<file path="src/rtl/tl_ul_slave_q.sv">
// tl_ul_slave_q: TileLink-UL slave in front of a simple register-file port.
// Channel A requests go into a DEPTH-entry FIFO. A single FSM takes them one
// at a time in order: it issues a one-cycle reg_wr/reg_rd strobe, waits out the
// read latency, then holds the channel D response until it is accepted.
//
// Handshake semantics (both channels): a transfer happens on a rising clk edge
// where valid and ready are both 1. A source keeps valid and its payload
// stable until that transfer. Valid does not depend on ready. The slave keeps
// every D field stable while d_valid is high and d_ready is low. a_ready
// depends only on the queue occupancy. d_valid depends only on the FSM state.
module tl_ul_slave_q #(
  parameter int DW      = 32,
  parameter int AW      = 4,
  parameter int SW      = 4,
  parameter int DEPTH   = 2,
  parameter int RD_LAT  = 1,
  parameter int REG_NUM = 16
) (
  input  logic            clk,
  input  logic            rst_n,
  // channel A
  input  logic            a_valid,
  output logic            a_ready,
  input  logic [2:0]      a_opcode,
  input  logic [DW/8-1:0] a_mask,
  input  logic [AW-1:0]   a_address,
  input  logic [SW-1:0]   a_source,
  input  logic [DW-1:0]   a_data,
  // channel D
  output logic            d_valid,
  input  logic            d_ready,
  output logic [2:0]      d_opcode,
  output logic [SW-1:0]   d_source,
  output logic            d_denied,
  output logic [DW-1:0]   d_data,
  // register-file port
  output logic            reg_wr,
  output logic            reg_rd,
  output logic [AW-1:0]   reg_addr,
  output logic [DW/8-1:0] reg_byte,
  output logic [DW-1:0]   reg_wdata,
  input  logic [DW-1:0]   reg_rdata
);

  localparam int MW = DW / 8;
  localparam int PW = (DEPTH > 1) ? $clog2(DEPTH) : 1;
  localparam int CW = $clog2(DEPTH + 1);
  localparam logic [CW-1:0] DEPTH_C   = CW'(DEPTH);
  localparam logic [PW-1:0] PTR_LAST  = PW'(DEPTH - 1);
  localparam logic [31:0]   REG_LIMIT = 32'(REG_NUM);
  // The WAIT state counts 0 .. RD_LAT-2. The value is only used when RD_LAT > 1.
  localparam int            WAIT_LAST_I = (RD_LAT > 1) ? (RD_LAT - 2) : 0;
  localparam logic [1:0]    WAIT_LAST   = 2'(WAIT_LAST_I);

  localparam logic [2:0] OP_PUT_FULL = 3'd0;
  localparam logic [2:0] OP_PUT_PART = 3'd1;
  localparam logic [2:0] OP_GET      = 3'd4;

  typedef enum logic [1:0] {
    IDLE   = 2'd0,
    ACCESS = 2'd1,
    WAIT   = 2'd2,
    RESP   = 2'd3
  } state_e;

  // ---------------------------------------------------------------------------
  // Request FIFO
  // ---------------------------------------------------------------------------
  logic [2:0]    q_op   [DEPTH];
  logic [MW-1:0] q_mask [DEPTH];
  logic [AW-1:0] q_addr [DEPTH];
  logic [SW-1:0] q_src  [DEPTH];
  logic [DW-1:0] q_data [DEPTH];

  logic [PW-1:0] wr_ptr_q, wr_ptr_d;
  logic [PW-1:0] rd_ptr_q, rd_ptr_d;
  logic [CW-1:0] count_q, count_d;
  logic          push;
  logic          pop;

  logic [2:0]    head_op;
  logic [MW-1:0] head_mask;
  logic [AW-1:0] head_addr;
  logic [SW-1:0] head_src;
  logic [DW-1:0] head_data;
  logic          head_op_ok;
  logic          head_addr_ok;
  logic          head_denied;

  function automatic logic [PW-1:0] ptr_inc(input logic [PW-1:0] p);
    if (p == PTR_LAST) begin
      return '0;
    end
    return p + PW'(1);
  endfunction

  function automatic logic [DW-1:0] lane_mask(input logic [MW-1:0] be);
    logic [DW-1:0] m;
    m = '0;
    for (int b = 0; b < MW; b++) begin
      m[b*8 +: 8] = {8{be[b]}};
    end
    return m;
  endfunction

  // a_ready is held low during reset so nothing is pushed into a cleared queue.
  assign a_ready = rst_n & (count_q < DEPTH_C);
  assign push    = a_valid & a_ready;

  assign head_op   = q_op[rd_ptr_q];
  assign head_mask = q_mask[rd_ptr_q];
  assign head_addr = q_addr[rd_ptr_q];
  assign head_src  = q_src[rd_ptr_q];
  assign head_data = q_data[rd_ptr_q];

  assign head_op_ok   = (head_op == OP_PUT_FULL) || (head_op == OP_PUT_PART) ||
                        (head_op == OP_GET);
  assign head_addr_ok = (32'(head_addr) < REG_LIMIT);
  assign head_denied  = !(head_op_ok && head_addr_ok);

  // Compute the FIFO pointer and occupancy updates for a push, a pop, or both.
  always_comb begin
    wr_ptr_d = wr_ptr_q;
    rd_ptr_d = rd_ptr_q;
    count_d  = count_q;
    if (push) begin
      wr_ptr_d = ptr_inc(wr_ptr_q);
    end
    if (pop) begin
      rd_ptr_d = ptr_inc(rd_ptr_q);
    end
    unique case ({push, pop})
      2'b10:   count_d = count_q + CW'(1);
      2'b01:   count_d = count_q - CW'(1);
      default: count_d = count_q;
    endcase
  end

  // Register the FIFO pointers and occupancy. Reset empties the queue.
  always_ff @(posedge clk or negedge rst_n) begin
    if (!rst_n) begin
      wr_ptr_q <= '0;
      rd_ptr_q <= '0;
      count_q  <= '0;
    end else begin
      wr_ptr_q <= wr_ptr_d;
      rd_ptr_q <= rd_ptr_d;
      count_q  <= count_d;
    end
  end

  // Write payload storage. The pointers define validity, so no reset is needed.
  always_ff @(posedge clk) begin
    if (push) begin
      q_op[wr_ptr_q]   <= a_opcode;
      q_mask[wr_ptr_q] <= a_mask;
      q_addr[wr_ptr_q] <= a_address;
      q_src[wr_ptr_q]  <= a_source;
      q_data[wr_ptr_q] <= a_data;
    end
  end

  // ---------------------------------------------------------------------------
  // Service FSM and latched transaction
  // ---------------------------------------------------------------------------
  state_e        state_q, state_d;
  logic          rd_legal_q, rd_legal_d;   // legal Get: a read must be captured
  logic          dop_q, dop_d;             // 1 -> AccessAckData
  logic          denied_q, denied_d;
  logic [SW-1:0] src_q, src_d;
  logic [DW-1:0] rdata_q, rdata_d;
  logic [1:0]    wait_cnt_q, wait_cnt_d;

  logic          reg_wr_q, reg_wr_d;
  logic          reg_rd_q, reg_rd_d;
  logic [AW-1:0] reg_addr_q, reg_addr_d;
  logic [MW-1:0] reg_byte_q, reg_byte_d;
  logic [DW-1:0] reg_wdata_q, reg_wdata_d;

  // Next-state logic. The strobe signals are only set on the pop edge, so they
  // fall back to zero on the following edge.
  always_comb begin
    state_d     = state_q;
    pop         = 1'b0;
    rd_legal_d  = rd_legal_q;
    dop_d       = dop_q;
    denied_d    = denied_q;
    src_d       = src_q;
    rdata_d     = rdata_q;
    wait_cnt_d  = wait_cnt_q;
    reg_wr_d    = 1'b0;
    reg_rd_d    = 1'b0;
    reg_addr_d  = '0;
    reg_byte_d  = '0;
    reg_wdata_d = '0;

    unique case (state_q)
      IDLE: begin
        if (count_q != '0) begin
          pop        = 1'b1;
          state_d    = ACCESS;
          dop_d      = (head_op == OP_GET);
          denied_d   = head_denied;
          src_d      = head_src;
          rdata_d    = '0;
          rd_legal_d = (head_op == OP_GET) && !head_denied;
          if (!head_denied) begin
            reg_addr_d = head_addr;
            if (head_op == OP_GET) begin
              reg_rd_d   = 1'b1;
              reg_byte_d = '1;
            end else begin
              reg_wr_d    = 1'b1;
              reg_byte_d  = (head_op == OP_PUT_PART) ? head_mask : '1;
              reg_wdata_d = head_data & lane_mask(reg_byte_d);
            end
          end
        end
      end
      ACCESS: begin
        if (rd_legal_q) begin
          if (RD_LAT > 1) begin
            state_d    = WAIT;
            wait_cnt_d = '0;
          end else begin
            rdata_d = reg_rdata;
            state_d = RESP;
          end
        end else begin
          state_d = RESP;
        end
      end
      WAIT: begin
        if (wait_cnt_q == WAIT_LAST) begin
          rdata_d = reg_rdata;
          state_d = RESP;
        end else begin
          wait_cnt_d = wait_cnt_q + 2'd1;
        end
      end
      RESP: begin
        if (d_ready) begin
          state_d = IDLE;
        end
      end
      default: state_d = IDLE;
    endcase
  end

  // Register the FSM state, the latched transaction, and the register-port
  // outputs. Reset drops any in-flight transaction.
  always_ff @(posedge clk or negedge rst_n) begin
    if (!rst_n) begin
      state_q     <= IDLE;
      rd_legal_q  <= 1'b0;
      dop_q       <= 1'b0;
      denied_q    <= 1'b0;
      src_q       <= '0;
      rdata_q     <= '0;
      wait_cnt_q  <= '0;
      reg_wr_q    <= 1'b0;
      reg_rd_q    <= 1'b0;
      reg_addr_q  <= '0;
      reg_byte_q  <= '0;
      reg_wdata_q <= '0;
    end else begin
      state_q     <= state_d;
      rd_legal_q  <= rd_legal_d;
      dop_q       <= dop_d;
      denied_q    <= denied_d;
      src_q       <= src_d;
      rdata_q     <= rdata_d;
      wait_cnt_q  <= wait_cnt_d;
      reg_wr_q    <= reg_wr_d;
      reg_rd_q    <= reg_rd_d;
      reg_addr_q  <= reg_addr_d;
      reg_byte_q  <= reg_byte_d;
      reg_wdata_q <= reg_wdata_d;
    end
  end

  // D fields are gated by d_valid so the channel reads all-zero when idle.
  // rdata_q is only loaded for legal Gets, so d_data is 0 for every other kind
  // of response.
  assign d_valid   = (state_q == RESP);
  assign d_opcode  = d_valid ? {2'b00, dop_q} : 3'b000;
  assign d_source  = d_valid ? src_q : '0;
  assign d_denied  = d_valid & denied_q;
  assign d_data    = d_valid ? rdata_q : '0;

  assign reg_wr    = reg_wr_q;
  assign reg_rd    = reg_rd_q;
  assign reg_addr  = reg_addr_q;
  assign reg_byte  = reg_byte_q;
  assign reg_wdata = reg_wdata_q;

endmodule

</file>
<file path="config.mk">
export PLATFORM = sky130hd
export DESIGN_NAME = tl_ul_slave_q
export DESIGN_NICKNAME = d
export VERILOG_FILES = /design/src/rtl/tl_ul_slave_q.sv
export SDC_FILE = /design/constraint.sdc
export NUM_CORES = 1
export LEC_CHECK = 0
export CELL_PAD_IN_SITES_DETAIL_PLACEMENT = 0
export CELL_PAD_IN_SITES_GLOBAL_PLACEMENT = 1
export CORE_UTILIZATION = 35
export CTS_CLUSTER_DIAMETER = 120
export DETAILED_ROUTE_END_ITERATION = 8
export DONT_BUFFER_PORTS = 1
export PLACE_DENSITY = 0.65
export SLEW_MARGIN = 20
export SYNTH_ARGS = -nofsm -noshare
export SYNTH_HDL_FRONTEND = slang
export SYNTH_SLANG_ARGS = --single-unit
</file>
<file path="constraint.sdc">
create_clock -name clk -period 3.55 [get_ports clk]
set_input_delay 0.355 -clock clk [delete_from_list [all_inputs] [get_ports clk]]
set_output_delay 0.355 -clock clk [all_outputs]
set_load 0.005 [all_outputs]
</file>
==> results of run 1 <==
-- synth_stat cells (2+ instances only) --
library cell	count	area (µm²)
dfrtp_1	89	2230
clkbuf_1	9	33.8
a32o_1	4	40.0
mux2i_1	73	731
nor3_1	34	170
o21ai_0	10	50.1
buf_2	9	45.0
buf_4	2	15.0
a211oi_1	4	30.0
xnor2_1	5	43.8
and2_1	39	244
nand2_1	38	143
edfxtp_1	94	2820
a21oi_1	7	35.0
nor2_1	11	41.3
mux2_2	5	56.3
inv_1	43	161
buf_6	3	33.8
ha_1	7	87.6
nor2b_1	3	18.8
-- layer usage --
layer	vias up	global-route usage [%]	wire, µm
met5	-	0	0
met4	0	4.32	178
met3	14	7.37	1520
met2	133	22.6	6730
met1	1798	14.2	5430
li1	1751	-	-
-- area by class of cell --
| type | count | area, µm² |
|---|---|---|
| clock buffers | 20 | 437 |
| fillers | 1837 | 11600 |
| clock inverters | 12 | 93.8 |
| multi-input cells | 252 | 1820 |
| well taps | 265 | 332 |
| inverters | 43 | 161 |
| flip-flops and latches | 183 | 5050 |
| repair buffers | 19 | 195 |
-- through the flow --
step	power, µW	std cells	setup WS, ns	util [%]
finish	6300	794	1.37	41.0
global route	6680	794	1.20	41.0
CTS	6390	782	0.875	40.4
detailed placement	4640	748	1.09	37.5
global placement	4560	748	1.32	37.5
floorplan	4270	502	0.383	-
-- worst paths after layout --
check                                      to  slack, ns  cells past startpoint
max in group asynchronous            rd_ptr_q       2.62                      2
min in group asynchronous          state_q[0]       0.57                      2
worst max register to register   q_mask[0][0]       1.37                      4
worst min-delay path            q_data[1][20]       0.03                      0
worst min register to register       src_q[1]       0.48                      2
worst max-delay path             q_mask[0][0]       1.37                      4
-- registers in the layout (all words and copies together) (netlist names), 2 cells and up --
signal and cells:
state_q 2, q_data 64, count_q 2, reg_wdata 32
q_src 8, q_op 6, q_addr 8, reg_byte 4
src_q 4, rdata_q 32, q_mask 8, wait_cnt_q 2
reg_addr 4
-- where the power goes --
part	switching, µW	internal [µW]	leakage, µW
clock network	800	909	0.000260
logic	1030	711	0.00107
registers	206	2640	0.00203
-- cell usage in the layout, fill, tap and decap left out, drive strengths merged, types with 2 or more instances in the layout --
master / synthesis / final
a211oi: 4 / 4
a21oi: 7 / 7
a32o: 4 / 4
and2: 39 / 39
buf: 15 / 6
clkbuf: 9 / 20
clkinv: 0 / 5
conb: 1 / 2
dfrtp: 89 / 89
dlygate4sd3: 0 / 13
edfxtp: 94 / 94
ha: 7 / 7
inv: 43 / 49
mux2: 5 / 5
mux2i: 73 / 73
nand2: 38 / 38
nor2: 12 / 12
nor2b: 3 / 3
nor3: 34 / 34
o21ai: 11 / 11
xnor2: 5 / 5
-- critical path, stage by stage (launching register included) --
cell and delay (ns):
dfrtp_1 0.43, nor2b_1 0.28, nand2_1 0.21, nor2_4 0.39
buf_4 0.48
-- logic make-up after synthesis --
logic type | after synthesis | synth area share (%)
multiplexers | 78 | 11.0
AO/OA/AOI/OAI | 30 | 2.96
other | 1 | 0.0526
adder cells (fa/ha/maj) | 7 | 1.23
buffers and inverters | 67 | 4.10
XOR/XNOR | 6 | 0.736
AND/OR/NAND/NOR | 129 | 9.12
flip-flops | 183 | 70.8
==> run metrics, run 1 <==
status completed; drt first pass iters 4; Area growth, synth to finish 13.4%; Starting Density 36.2%; WHS 0.0276 ns; Top-Level Pins ~170; Nets 606; Lkg Pwr 0.00336 µW; number of global-route vias before repair between 3000 and 4000; largest net degree at the start of global routing 90; Die Area around 21000 µm²; Max Buffers Root-to-Sink 2; CP Capture Type register; Final Cell Area 8090 µm²; Post-Synthesis Cells 501; post-CTS setup buffers 0; Netlist Area Pre-Place approximately 7000 µm²; final setup vio count 0; Diodes inserted 0; vias per cell 4.65; worst-margin pin slew 0.991 ns; first-pass GRT wire length around 20000 µm; CTS Buf Count 17; # H-tree levels 4; Fin. Hold Viols 0; layout cells sized above 1 a little under a tenth; Syn Area/Cell approximately 14 µm²; height of the die 145 µm; Die X roughly 140 µm; total global-route track usage 13.4%; HPWL Detailed about 9000 µm; min Tclk post-route 2.18 ns; CP arrival 2.24 ns; Cell Rows 51; CP max FO 34; RSZ-0062 raised after global routing no; Core ar. 19700 µm²; CTS tree built; total negative slack 0 ns; Iter 0 DRT Violations 81; CP Class register to register; CTS Hold Bufs 2; number of remaining DRC errors 0; Clock Sinks 183; Wirelength per Cell 17.4 µm; vias after detailed routing 3696; Worst Skew 0.00708 ns; FFs w/ async S/R, synth 48.6%; period utilization 61.5%; relative slew slack 33.9%; number of routed nets with antenna violations 0; max-slew violations 0; max-cap viol count 0; highest clock rate 458 MHz; clock root buffer clkbuf_16; Synth Register Bits 183; Hold Startpoint a_data[20]; total grt overflow 0; power per cell area 778 nW/µm²; post-cts sizing count 0; register area share after synthesis approximately 70%; crit start category register; Worst Path Required 3.61 ns; initial antenna violation count 0; RD Place Congestion 0.687; clk slew on worst S/H paths 0.07 ns; Worst Hold Class primary input to register; # port buffers 0; Synth Flop Type edfxtp_1; Worst Setup SP count_q[1]; Yosys cell types 32; Ys Warns 0; post-detailed-routing wire length between 10000 and 15000 µm; clk_lat worst skew 0.42 ns; dpl cell area 7400 µm²; RR Startpoint count_q[1]; EDFF count, synth 94; Max VDD drop 0.000352 V
No activity file was read; power rests on OpenSTA's default activity.
==> run 2, diff against run 1 <==
--- a/config.mk
+++ b/config.mk
@@ -11,7 +11,7 @@
 export CTS_CLUSTER_DIAMETER = 120
 export DETAILED_ROUTE_END_ITERATION = 8
 export DONT_BUFFER_PORTS = 1
-export PLACE_DENSITY = 0.65
+export PLACE_DENSITY = 0.67
 export SLEW_MARGIN = 20
 export SYNTH_ARGS = -nofsm -noshare
 export SYNTH_HDL_FRONTEND = slang
==> constraint.sdc (replaced) <==
create_clock -name clk -period 1.8 [get_ports clk]
set_input_delay 0.18 -clock clk [delete_from_list [all_inputs] [get_ports clk]]
set_output_delay 0.18 -clock clk [all_outputs]
set_load 0.005 [all_outputs]
==> run 2 against run 1 <==
  * The run now ends with negative hold slack left
  * Critical path depth grew 3
  * Global-route usage grew 0.66 points
  * Combinational power grew 150%
  * Clock power grew 130%
  * Fmax grew 27%
  * Clock skew grew 0.0025 ns
  * Count of clock-buffer cells in the layout shrank 1
  * Critical path type unchanged
  * Critical endpoint is now rdata_q[23]
  * Highest routed layer unchanged
==> run metrics, run 2 (same netlist as run 1, synthesis figures left out) <==
number of global-route vias before repair 4297 (+15%); vias after detailed routing 4061 (+9.9%); largest net degree at the start of global routing 91 (+1.1%); Die X 145 µm (unchanged); CP Class register to register; Worst Hold Class primary input to async pin; HPWL Detailed 8860 µm (-2.6%); Wirelength per Cell 16.6 µm (-4.6%); # H-tree levels 4 (unchanged); Starting Density 36.2% (unchanged); relative slew slack 41.6% (+7.7 points); CP peak stage delay 0.41 ns (-0.07 ns); crit start category register; Die Area 21000 µm² (unchanged); Top-Level Pins 167 (unchanged); total grt overflow 0 (unchanged); Worst Skew 0.00954 ns (+0.00246 ns); number of routed nets with antenna violations 0 (unchanged); number of flip-flops under the largest register name 64 (unchanged); Fin. Hold Viols 89 (+89); final setup vio count 0 (unchanged); Iter 0 DRT Violations 75 (-7.4%); worst-margin pin slew 0.872 ns (-0.120 ns); Register-to-Register Path Depth 7 (+3); Max VDD drop 0.000834 V (+140%); dpl cell area 7540 µm² (+1.9%); period utilization 95.4% (+34 points); Lkg Pwr 0.00378 µW (+12%); Clock Sinks 183 (unchanged); RD Place Congestion 0.675 (-1.8%); Area growth, synth to finish 27.3%; clk slew on worst S/H paths 0.07 ns (about the same); WHS -0.543 ns (-0.570 ns); number of remaining DRC errors 0 (unchanged); drt first pass iters 4 (unchanged); Cell Rows 51 (unchanged); power per cell area 1510 nW/µm² (+95%); failing checks negative hold slack; max-cap viol count 0 (unchanged); fillcell total 1726 (-6.0%); status finished, violations left; CTS Buf Count 17 (unchanged); total negative slack 0 ns (unchanged); CTS tree built; initial antenna violation count 1 (+1); CTS Hold Bufs 80 (+78); CP arrival 2.05 ns (-0.19 ns); total global-route track usage 14.1% (+0.66 points); CP max FO 8 (-76%); Worst Path Required 2.14 ns (-1.47 ns); clock root buffer clkbuf_16; highest clock rate 582 MHz (+27%); vias per cell 4.64 (-0.30%); CP max stage cell dfrtp_1; commonest non-fill, non-tap cell in the layout edfxtp_1; final core occ 46.1% (+5.0 points); worst-path cell chain inv_2, ha_1, nor2b_2, a2111oi_4, buf_6, clkbuf_16, mux2i_1; Max Buffers Root-to-Sink 2 (unchanged); RSZ-0062 raised after global routing yes; first-pass GRT wire length 21800 µm (+7.4%); clk_lat worst skew 0.42 ns (about the same); # port buffers 0 (unchanged); CP Capture Type register; Core ar. 19700 µm² (unchanged); Largest Register q_data; layout cells sized above 1 12.2% (+3.1 points); min Tclk post-route 1.72 ns (-0.465 ns); post-detailed-routing wire length 14600 µm (+5.1%); Final Cell Area 9080 µm² (+12%); Tot Pwr 13800 µW (+120%); most frequent cells in the layout edfxtp_1, dfrtp_1, dlygate4sd3_1; Nets 686 (+13%); max-slew violations 0 (unchanged); height of the die 145 µm (unchanged)
==> run 2: final timing paths <==
kind | from | endpoint | slack [ns]
max reg2reg | state_q[0] | rdata_q[23] | 0.08
min | rst_n | rdata_q[8] | -0.54
max in group asynchronous | rst_n | reg_wdata[21] | 2.22
min reg2reg | src_q[0] | src_q[0] | 0.47
max | state_q[0] | rdata_q[23] | 0.08
min in group clk | d_ready | state_q[0] | 0.09
==> run 2: worst max-delay path, delay by kind of cell (launching register included) <==
family                   cells  cell delay (ns)
AO/OA/AOI/OAI                1             0.20
adder cells (fa/ha/maj)      1             0.19
flip-flops                   1             0.41
AND/OR/NAND/NOR              1             0.18
multiplexers                 1             0.19
buffers and inverters        3             0.45
==> run 2: per-layer routing <==
metal  vias to the layer above  track usage (%)  share of wire [%]
li1                       1922                -                  -
met1                      1981             15.4                 42
met2                       140             25.0                 50
met3                        18             4.80                6.8
met4                         0             5.37                1.5
met5                         -                0                  0
==> run 2: layout make-up <==
| type | count | area (µm²) | share of cell area [%] |
|---|---|---|---|
| multi-input combinational | 252 | 1840 | 20.3 |
| tap | 265 | 332 | 3.65 |
| clock inverter | 13 | 179 | 1.97 |
| clock buffer | 19 | 443 | 4.88 |
| antenna | 1 | 2.50 | 0.0276 |
| timing repair buffer | 99 | 1070 | 11.8 |
| sequential | 183 | 5050 | 55.7 |
| inverter | 43 | 161 | 1.78 |
==> run 2: timing repair <==
item / 4_1_cts / 5_1_grt
cloned: 1 / 2
endpoints found under the setup margin: 66 / 88
buffers inserted: 1 / 0
pin swaps: 1 / 0
gates resized for setup: 5 / 8
endpoints found under the hold margin: 216 / 89
==> run 2: report_power, final <==
part / internal, µW / switching [µW] / leakage, µW
Clock: 2270 / 1590 / 0.000295
Combinational: 2040 / 2230 / 0.00145
Sequential: 5200 / 433 / 0.00203
Total: 9500 / 4250 / 0.00378
==> run 2: per-stage QoR <==
stage	instances	setup WS (ns)	hold slack (ns)
CTS	872	0.00802	-0.569
floorplan	502	-0.0205	-0.116
finish	875	0.0829	-0.543
global placement	758	0.0434	-0.113
detailed placement	758	-0.0843	-0.113
global route	875	-0.0249	-0.571
